**config.mk**
```make
export PLATFORM = sky130hd
export DESIGN_NAME = digit_match_sched
export DESIGN_NICKNAME = d
export VERILOG_FILES = /design/src/rtl/digit_match_pkg.sv /design/src/rtl/row_popcount.sv /design/src/rtl/digit_match_sched.sv
export SDC_FILE = /design/constraint.sdc
export NUM_CORES = 1
export LEC_CHECK = 0
export CAP_MARGIN = 20
export CORE_MARGIN = 5
export CORE_UTILIZATION = 50
export DETAILED_ROUTE_END_ITERATION = 7
export PLACE_DENSITY = 0.77
export SLEW_MARGIN = 0
export SYNTH_ARGS = -nofsm -noshare
export SYNTH_HDL_FRONTEND = slang
export SYNTH_SLANG_ARGS = --single-unit
```
**constraint.sdc**
```tcl
create_clock -name clk -period 4.1 [get_ports clk]
set_input_delay 0.82 -clock clk [delete_from_list [all_inputs] [get_ports clk]]
set_output_delay 0.82 -clock clk [all_outputs]
set_load 0.005 [all_outputs]
```
**src/rtl/digit_match_pkg.sv**
```systemverilog
// Shared constants, FSM state type and the row-popcount helper used by the
// digit template matcher.
package digit_match_pkg;

   localparam int ROWS    = 16;
   localparam int ROW_W   = 16;
   localparam int SCORE_W = 9;
   localparam int DIGIT_W = 4;
   localparam int MATCH_W = 5;

   localparam logic [SCORE_W-1:0] MIN_SCORE_DEF = 9'd192;

   typedef enum logic [1:0] {
      IDLE  = 2'd0,
      SCAN  = 2'd1,
      FLUSH = 2'd2,
      DONE  = 2'd3
   } state_t;

   function automatic logic [MATCH_W-1:0] popcount16(input logic [ROW_W-1:0] v);
      logic [MATCH_W-1:0] cnt;
      cnt = 5'd0;
      for (int i = 0; i < ROW_W; i++) begin
         cnt = cnt + {4'd0, v[i]};
      end
      return cnt;
   endfunction

endpackage

```
**src/rtl/row_popcount.sv**
```systemverilog
// Number of agreeing pixels between one template row and one image row (0..16).
module row_popcount
   import digit_match_pkg::*;
(
   input  logic [ROW_W-1:0]   i_tmpl,
   input  logic [ROW_W-1:0]   i_img,
   output logic [MATCH_W-1:0] o_match
);

   // XNOR marks agreeing pixels, popcount sums them
   always_comb begin
      o_match = popcount16(~(i_tmpl ^ i_img));
   end

endmodule

```
**src/rtl/digit_match_sched.sv**
```systemverilog
// Scans all digit templates against the captured image row by row and reports
// the best-matching digit. Optional per-digit score readback: DIGIT_SCORES_EN.
module digit_match_sched
   import digit_match_pkg::*;
#(
   parameter int                 NUM_DIGITS = 10,
   parameter logic [SCORE_W-1:0] MIN_SCORE  = MIN_SCORE_DEF
)(
   input  logic               clk,
   input  logic               rst_n,
   input  logic               start,
   input  logic               abort,
   output logic [DIGIT_W-1:0] rom_sel,
   output logic [3:0]         rom_addr,
   input  logic [ROW_W-1:0]   tmpl_row,
   output logic [3:0]         img_addr,
   input  logic [ROW_W-1:0]   img_row,
   output logic               busy,
   output logic               done,
   output logic [DIGIT_W-1:0] digit,
   output logic [SCORE_W-1:0] score,
   output logic               no_match
`ifdef DIGIT_SCORES_EN
   ,
   input  logic [DIGIT_W-1:0] score_rd_sel,
   output logic [SCORE_W-1:0] score_rd
`endif
);

   localparam logic [DIGIT_W-1:0] LAST_SEL = DIGIT_W'(NUM_DIGITS - 1);

   state_t               r_state;
   state_t               w_next;
   logic [DIGIT_W-1:0]   r_sel;
   logic [3:0]           r_addr;
   logic [MATCH_W-1:0]   w_match;
   logic                 w_last_issue;
   logic                 w_scan_start;

   logic                 r_s1_vld;
   logic                 r_s1_last;
   logic [MATCH_W-1:0]   r_s1_match;
   logic [DIGIT_W-1:0]   r_s1_digit;

   logic [SCORE_W-1:0]   r_acc;
   logic [SCORE_W-1:0]   r_best_score;
   logic [DIGIT_W-1:0]   r_best_digit;
   logic [SCORE_W-1:0]   w_total;
   logic                 w_upd;
   logic [SCORE_W-1:0]   w_final_score;
   logic [DIGIT_W-1:0]   w_final_digit;

   logic [DIGIT_W-1:0]   r_digit;
   logic [SCORE_W-1:0]   r_score;
   logic                 r_no_match;

   row_popcount u_row_popcount (
      .i_tmpl  (tmpl_row),
      .i_img   (img_row),
      .o_match (w_match)
   );

   assign w_last_issue = (r_sel == LAST_SEL) && (r_addr == 4'd15);
   assign w_scan_start = ((r_state == IDLE) || (r_state == DONE)) && (w_next == SCAN);

   // State register
   always_ff @(posedge clk or negedge rst_n) begin
      if (!rst_n) begin
         r_state <= IDLE;
      end else begin
         r_state <= w_next;
      end
   end

   // Next-state logic; abort overrides everything including a same-cycle start
   always_comb begin
      w_next = r_state;
      if (abort) begin
         w_next = IDLE;
      end else begin
         case (r_state)
            IDLE:    w_next = start ? SCAN : IDLE;
            SCAN:    w_next = w_last_issue ? FLUSH : SCAN;
            FLUSH:   w_next = DONE;
            DONE:    w_next = start ? SCAN : IDLE;
            default: w_next = IDLE;
         endcase
      end
   end

   // FSM-decoded outputs
   always_comb begin
      busy = 1'b0;
      done = 1'b0;
      case (r_state)
         IDLE:    begin busy = 1'b0; done = 1'b0; end
         SCAN:    begin busy = 1'b1; done = 1'b0; end
         FLUSH:   begin busy = 1'b1; done = 1'b0; end
         DONE:    begin busy = 1'b1; done = 1'b1; end
         default: begin busy = 1'b0; done = 1'b0; end
      endcase
   end

   // Issue counters; held at zero outside an ongoing scan
   always_ff @(posedge clk or negedge rst_n) begin
      if (!rst_n) begin
         r_sel  <= 4'd0;
         r_addr <= 4'd0;
      end else if ((r_state == SCAN) && (w_next == SCAN)) begin
         r_addr <= r_addr + 4'd1;
         if (r_addr == 4'd15) begin
            r_sel <= r_sel + 4'd1;
         end
      end else begin
         r_sel  <= 4'd0;
         r_addr <= 4'd0;
      end
   end

   // Stage 1: registered row match with its digit/last-row tags
   always_ff @(posedge clk or negedge rst_n) begin
      if (!rst_n) begin
         r_s1_vld   <= 1'b0;
         r_s1_last  <= 1'b0;
         r_s1_match <= 5'd0;
         r_s1_digit <= 4'd0;
      end else begin
         r_s1_vld   <= (r_state == SCAN) && !abort;
         r_s1_last  <= (r_addr == 4'd15);
         r_s1_match <= w_match;
         r_s1_digit <= r_sel;
      end
   end

   assign w_total       = r_acc + {4'd0, r_s1_match};
   assign w_upd         = r_s1_vld && r_s1_last && (w_total > r_best_score);
   assign w_final_score = w_upd ? w_total : r_best_score;
   assign w_final_digit = w_upd ? r_s1_digit : r_best_digit;

   // Stage 2: per-digit accumulation and strict-greater best tracking
   always_ff @(posedge clk or negedge rst_n) begin
      if (!rst_n) begin
         r_acc        <= 9'd0;
         r_best_score <= 9'd0;
         r_best_digit <= 4'd0;
      end else if (abort || w_scan_start) begin
         r_acc        <= 9'd0;
         r_best_score <= 9'd0;
         r_best_digit <= 4'd0;
      end else if (r_s1_vld) begin
         r_acc        <= r_s1_last ? 9'd0 : w_total;
         r_best_score <= w_final_score;
         r_best_digit <= w_final_digit;
      end
   end

   // Result registers; the final row drains during FLUSH so its total is folded in here
   always_ff @(posedge clk or negedge rst_n) begin
      if (!rst_n) begin
         r_digit    <= 4'd0;
         r_score    <= 9'd0;
         r_no_match <= 1'b1;
      end else if ((r_state == FLUSH) && !abort) begin
         r_digit    <= w_final_digit;
         r_score    <= w_final_score;
         r_no_match <= (w_final_score < MIN_SCORE);
      end
   end

   assign rom_sel  = r_sel;
   assign rom_addr = r_addr;
   assign img_addr = r_addr;
   assign digit    = r_digit;
   assign score    = r_score;
   assign no_match = r_no_match;

`ifdef DIGIT_SCORES_EN
   logic [SCORE_W-1:0] r_dscore [NUM_DIGITS];

   // Per-digit totals, captured at each digit's last row; only reset clears them
   always_ff @(posedge clk or negedge rst_n) begin
      if (!rst_n) begin
         for (int i = 0; i < NUM_DIGITS; i++) begin
            r_dscore[i] <= 9'd0;
         end
      end else if (r_s1_vld && r_s1_last) begin
         for (int i = 0; i < NUM_DIGITS; i++) begin
            if (r_s1_digit == DIGIT_W'(i)) begin
               r_dscore[i] <= w_total;
            end
         end
      end
   end

   // Readback mux; out-of-range selects read as zero
   always_comb begin
      score_rd = 9'd0;
      for (int i = 0; i < NUM_DIGITS; i++) begin
         if (score_rd_sel == DIGIT_W'(i)) begin
            score_rd = r_dscore[i];
         end else begin
            score_rd = score_rd;
         end
      end
   end
`endif

endmodule

```
; ---- After elaboration in Yosys (flattened, before gate mapping)
; Cells that the tools add are included.
; Widths: inputs -> output; s select.
[word_totals]
reg_bits = 57
input_bits = 36
output_inout_bits = 28
word_cells = 75
[classes]
addsub = 18
order_cmp = 2
eq_ne = 7
mux = 18
bitwise_logic = 2
reduce_logical = 15
[op_table]
columns = op, n
row1 = $add 5x1->5, 14
row2 = $mux 9, 6
row3 = $mux 4, 6
row4 = $not 16->16, 1
row5 = $xor 16x16->16, 1
row6 = $add 9x5->9, 1
row7 = $gt 9x9->1, 1
row8 = $lt 9x8->1 const B, 1
row9 = $add 4x1->4 const B, 2
row10 = $eq 4x4->1 const B, 2
row11 = $logic_and 1x1->1, 7
row12 = $pmux 2 s3, 1
row13 = $reduce_or 3->1, 2
row14 = $eq 2x1->1 const B, 2
row15 = $eq 2x2->1 const B, 2
row16 = $mux 2, 2
row17 = $pmux 1 s2, 2
row18 = $add 1x1->2, 1
row19 = $logic_not 2->1, 1
row20 = $logic_or 1x1->1, 2
row21 = $ne 2x2->1 const B, 1
row22 = $reduce_bool 2->1, 1
row23 = $reduce_or 2->1, 1
row24 = $logic_not 1->1, 1
row25 = $mux 1, 1

; ---- Longest topological paths before layout
[depth]
depth_word = 17
ltp_mapped = 14
ltp_nobuf = 13

; ---- Hierarchy
; Synthesis repeated with hierarchy kept, for this count alone.
[hier_totals]
hier_cells = 351
hier_area_um2 = 3429.5
[modules_own_cells]
columns = module, instances, cells_each, area_each_um2
row1 = digit_match_sched, 1, 302, 2934.1
row2 = row_popcount, 1, 49, 495.5

; ---- Least setup slack after synthesis
; No wires, ideal clock.
[synth_path]
path_type = input to register
from = input tmpl_row[0]
to = register r_s1_match[1]
setup_time_ps = 64
arrival_time_ps = 4230
required_ps = 4036
slack_ps = -194
path_stages = 10
path_buffers = 0
path_cell_list = xnor2_1 -> ha_1 -> fa_1 -> fa_1 -> fa_1 -> fa_1 -> fa_1 -> inv_1 -> fa_1 -> inv_1
[synth_between]
elab_chain_len = 17
[synth_rtl]
columns = item, line
row1 = start: declaration, digit_match_sched.sv:15  ; input logic [ROW_W-1:0] tmpl_row,
row2 = $xor 16x16->16, row_popcount.sv:12  ; o_match = popcount16(~(i_tmpl ^ i_img));
row3 = $not 16->16, row_popcount.sv:12
row4 = $add 1x1->2, digit_match_pkg.sv:24  ; cnt = cnt + {4'd0, v[i]};
row5 = $add 5x1->5 (14 in series), digit_match_pkg.sv:24
row6 = named net u_row_popcount.o_match[1], row_popcount.sv:7  ; output logic [MATCH_W-1:0] o_match
row7 = end signal: assignment, digit_match_sched.sv:130  ; r_s1_match <= w_match;
row8 = end: declaration, digit_match_sched.sv:42  ; logic [MATCH_W-1:0] r_s1_match;
; The timed path passes the listed nets, and every way through them passes these cells.
; A chain may end at the register's enable or synchronous reset.

; ---- Final worst setup path
[layout_path]
from = input tmpl_row[8]
to = register r_s1_match[4]
[layout_between]
elab_chain_len = 10
[layout_rtl]
columns = item, line
row1 = $xor 16x16->16, row_popcount.sv:12
row2 = $not 16->16, row_popcount.sv:12
row3 = $add 5x1->5 (8 in series), digit_match_pkg.sv:24
row4 = named net u_row_popcount.o_match[4], row_popcount.sv:7
; The timed path passes the listed nets, and every way through them passes these cells.

==> flow_metrics.py <==
metrics = {
    "setup_path": {
        "path_cells": "dlygate4sd2_1, xor2_1, fa_1, inv_1, fa_2, fa_1, fa_1, fa_2, inv_2, fa_2, nor2b_1, o21a_1",
        "r2r_slack_ps": 650,
        "cp_max_fo": 2,
        "cp-start-kind": "primary input",
        "critPathRequiredTime_ps": 4310,
        "criticalPathCategory": "primary input to register",
        "rr_endpoint": "r_best_digit[0]",
        "cp-end-kind": "register",
        "r2r-start": "r_acc[0]",
        "r2r_cells": 12,
        "slowest_stage": "fa_2",
        "cp_data_arrival_time_ps": 4140,
        "slowest_delay_ps": 580,
    },
    "finish": {
        "nNetsFinal": 444,
        "area_delta_synth_final_pct": 26.2,
        "antenna_cells": 0,
        "seqCellArea_um2": 1430,
        "multi_input_area_um2": 1790,
        "design_area_um2": 4240,
        "post-route-util_pct": 65.7,
        "drive_above_1_share_pct": 12.8,
        "nFillCells": 532,
    },
    "power_and_ir_drop": {
        "p_sw_share_pct": 31.2,
        "pwr-share-seq_pct": 34.1,
        "p_int_uw": 1240,
        "p_comb_share_pct": 36.5,
        "power_leakage_uw": 0.00190,
        "fin_total_pwr_uw": 1800,
        "ir_worst_vdd_v": 0.000243,
        "pwr-share-clk_pct": 29.5,
        "p_switching_uw": 562,
        "powerDensity_nw_per_um2": 424,
    },
    "floorplan": {
        "core_area_um2": 6460,
        "die_x_um": 92.0,
        "initial_core_util_pct": 52.0,
        "rows": 29,
        "ios": 64,
        "fp.dieH_um": 92.0,
        "die_area_um2": 8460,
    },
    "yosys": {
        "syn_inst": 303,
        "yosysWarnings": 0,
        "synth-seq-area-share_pct": 42.5,
        "async_flop_share_pct": 100,
        "synth-edff-count": 0,
        "synth.distinct_cells": 48,
        "syn-cell-area_um2": 3360,
        "ys_seq_elements": 57,
        "synth_fp_nets": 377,
        "synthAdderAreaFrac_pct": 16.6,
        "synthXorXnorAreaFrac_pct": 7.52,
        "synth_compound_area_share_pct": 15.5,
        "synth_simple_gate_area_share_pct": 9.80,
        "synth_mux_area_share_pct": 2.68,
        "synthFlopType": "dfrtp_1",
        "synth_top_family_by_area": "adder cells",
        "syn_area_per_cell_um2": 11.1,
        "yosys.area.top_type_share_pct": 41.7,
        "synth_top_cell_by_area": "dfrtp_1",
        "synth.area.top_cells": "dfrtp_1, ha_1, fa_1, a22o_1, xnor2_1",
    },
    "timing": {
        "layout_min_cycle_time_ps": 3930,
        "drv_slew": 0,
        "layout_setup_ws_ps": 167,
        "max-slew-margin-rel_pct": 37.5,
        "worstMarginPinSlew_ps": 938,
        "hold_violations": 0,
        "fin_skew_ps": 9.87,
        "timing.final.crit_share_pct": 95.9,
        "setup_viol": 0,
        "setup_tns_ps": 0,
        "max_freq_ghz": 0.254,
        "rsz0062_at_grt": "false",
    },
    "clock_network": {
        "cts_tree": "done",
        "root_buffer": "clkbuf_8",
        "clockBufferDepth": 2,
        "cts_setup_buffers": 0,
        "clk_latency_ps": 330,
        "cts.sinks": 57,
        "clk_pin_slew_ps": 70,
        "h-tree-depth": 3,
        "cts_hold_buf": 0,
        "cts-buffers-inserted": 9,
    },
    "drt": {
        "routed_wl_um": 6750,
        "route.detailed.drc": 0,
        "post_drt_wl_per_cell_um": 14.9,
        "via_per_inst": 5.36,
        "drt_first_pass_iters": 4,
        "drt-initial-drc-count": 69,
        "vias": 2424,
        "ant_nets": 0,
    },
    "global_route": {
        "grt_usage_pct": 17.4,
        "overflow": 0,
        "grt_pass1_wl_um": 11900,
        "grt_max_degree": 34,
        "grt_pass1_vias": 2595,
        "antenna_found_initial": 0,
    },
    "job": {
        "drv_cap": 0,
    },
    "worst_hold_path": {
        "hold_path.class": "primary input to async pin",
    },
    "placement": {
        "port_buffers": 63,
        "placed_area_um2": 4030,
        "hpwl_um": 5160,
        "gp_congestion": 0.820,
        "pre_cts_ws_ps": -537,
    },
    "outcome": {
        "status": "finished clean",
    },
}
==> worst max-delay path by stage <==
| stage | from | end | slack, ps | cells past startpoint |
|---|---|---|---|---|
| finish | tmpl_row[8] | r_s1_match[4] | 170 | 12 |
| global route | tmpl_row[8] | r_s1_match[4] | 20 | 12 |
| CTS | tmpl_row[0] | r_s1_match[4] | 20 | 12 |
| detailed placement | img_row[1] | r_s1_match[4] | -540 | 12 |
| global placement | tmpl_row[1] | r_s1_match[4] | -470 | 12 |
| floorplan | tmpl_row[1] | r_s1_match[3] | 20 | 12 |
==> cells in the mapped netlist (2+ instances only) <==
cell type	count
dfrtp_1	56
ha_1	27
inv_1	26
nand2_1	24
a22o_1	18
xnor2_1	16
nor2_1	13
nand3_1	12
fa_1	11
xor2_1	11
a21oi_1	9
mux2i_1	9
o21ai_1	9
buf_4	5
nor2b_1	4
o311ai_1	4
a211oi_1	3
a21o_1	3
a22o_2	3
buf_6	3
nor3b_1	3
a21oi_2	2
clkbuf_1	2
nand2b_1	2
nand4_1	2
nor2_2	2
o21bai_1	2
o311ai_0	2
==> routing by layer <==
layer,up-vias,GRT usage [%],wire [um]
met5,-,0,0
met4,0,4.58,78
met1,1157,20.7,2950
li1,1186,-,-
met2,75,30.7,3350
met3,6,5.07,369
==> power groups by stage <==
stage,combinational [uW],sequential [uW],clock (uW)
3_3_place_gp,613,622,0
2_1_floorplan,452,620,0
4_1_cts,673,612,545
5_1_grt,763,615,574
3_5_place_dp,649,623,0
6_report,655,612,530
==> cell families (layout without fill, tap and decap cells) <==
logic type,after synthesis,count (layout)
xor+xnor,28,28
flops,57,57
simple gates,68,68
fa+ha+maj,38,38
buf+inv,37,109
compound gates,66,66
mux,9,9
==> sequential cells by signal (all words and copies together) (netlist names) <==
name / count
r_s1_vld: 1
r_s1_match: 5
r_state: 2
r_best_score: 9
r_s1_digit: 4
r_s1_last: 1
r_acc: 9
r_best_digit: 4
no_match: 1
score: 9
img_addr: 4
digit: 4
rom_sel: 4
==> cell usage in the layout, fill, tap and decap left out, types with 4 or more instances in the layout <==
cell	synthesis	final
buf_2	0	5
o311ai_1	4	4
dlygate4sd2_1	0	10
dfrtp_1	56	56
nand3_1	12	12
inv_1	26	25
mux2i_1	9	9
o21ai_1	9	9
nand2_1	24	24
nor2_1	13	13
fa_1	11	8
clkbuf_8	0	11
xor2_1	11	10
ha_1	27	27
a21oi_1	9	9
clkdlybuf4s50_1	0	48
xnor2_1	16	13
a22o_1	18	18
xnor2_2	1	4
nor2b_1	4	4
buf_4	5	4
==> cell type report <==
cell class | instances | area share [%]
clock inverters | 4 | 1.21
inverters | 26 | 2.30
repair buffers | 67 | 14.7
multi-input cells | 209 | 42.2
well taps | 77 | 2.27
flip-flops and latches | 57 | 33.7
clock buffers | 12 | 3.66
==> worst max-delay path, delay by kind of cell <==
kind	cells	cell delay, ps
fa+ha+maj	6	2560
buf+inv	3	370
compound gates	1	180
xor+xnor	1	170
simple gates	1	50
==> metrics by stage <==
step	hold WS [ps]	cells
2_1_floorplan	431	303
3_3_place_gp	466	436
3_5_place_dp	476	436
4_1_cts	472	452
5_1_grt	500	452
6_report	467	452
==> timing repair <==
item	in CTS	in global routing
cloned	0	0
gates resized for setup	33	0
pin swaps	14	5
setup endpoints to repair	4	4
(Power assumes the default switching activity.)
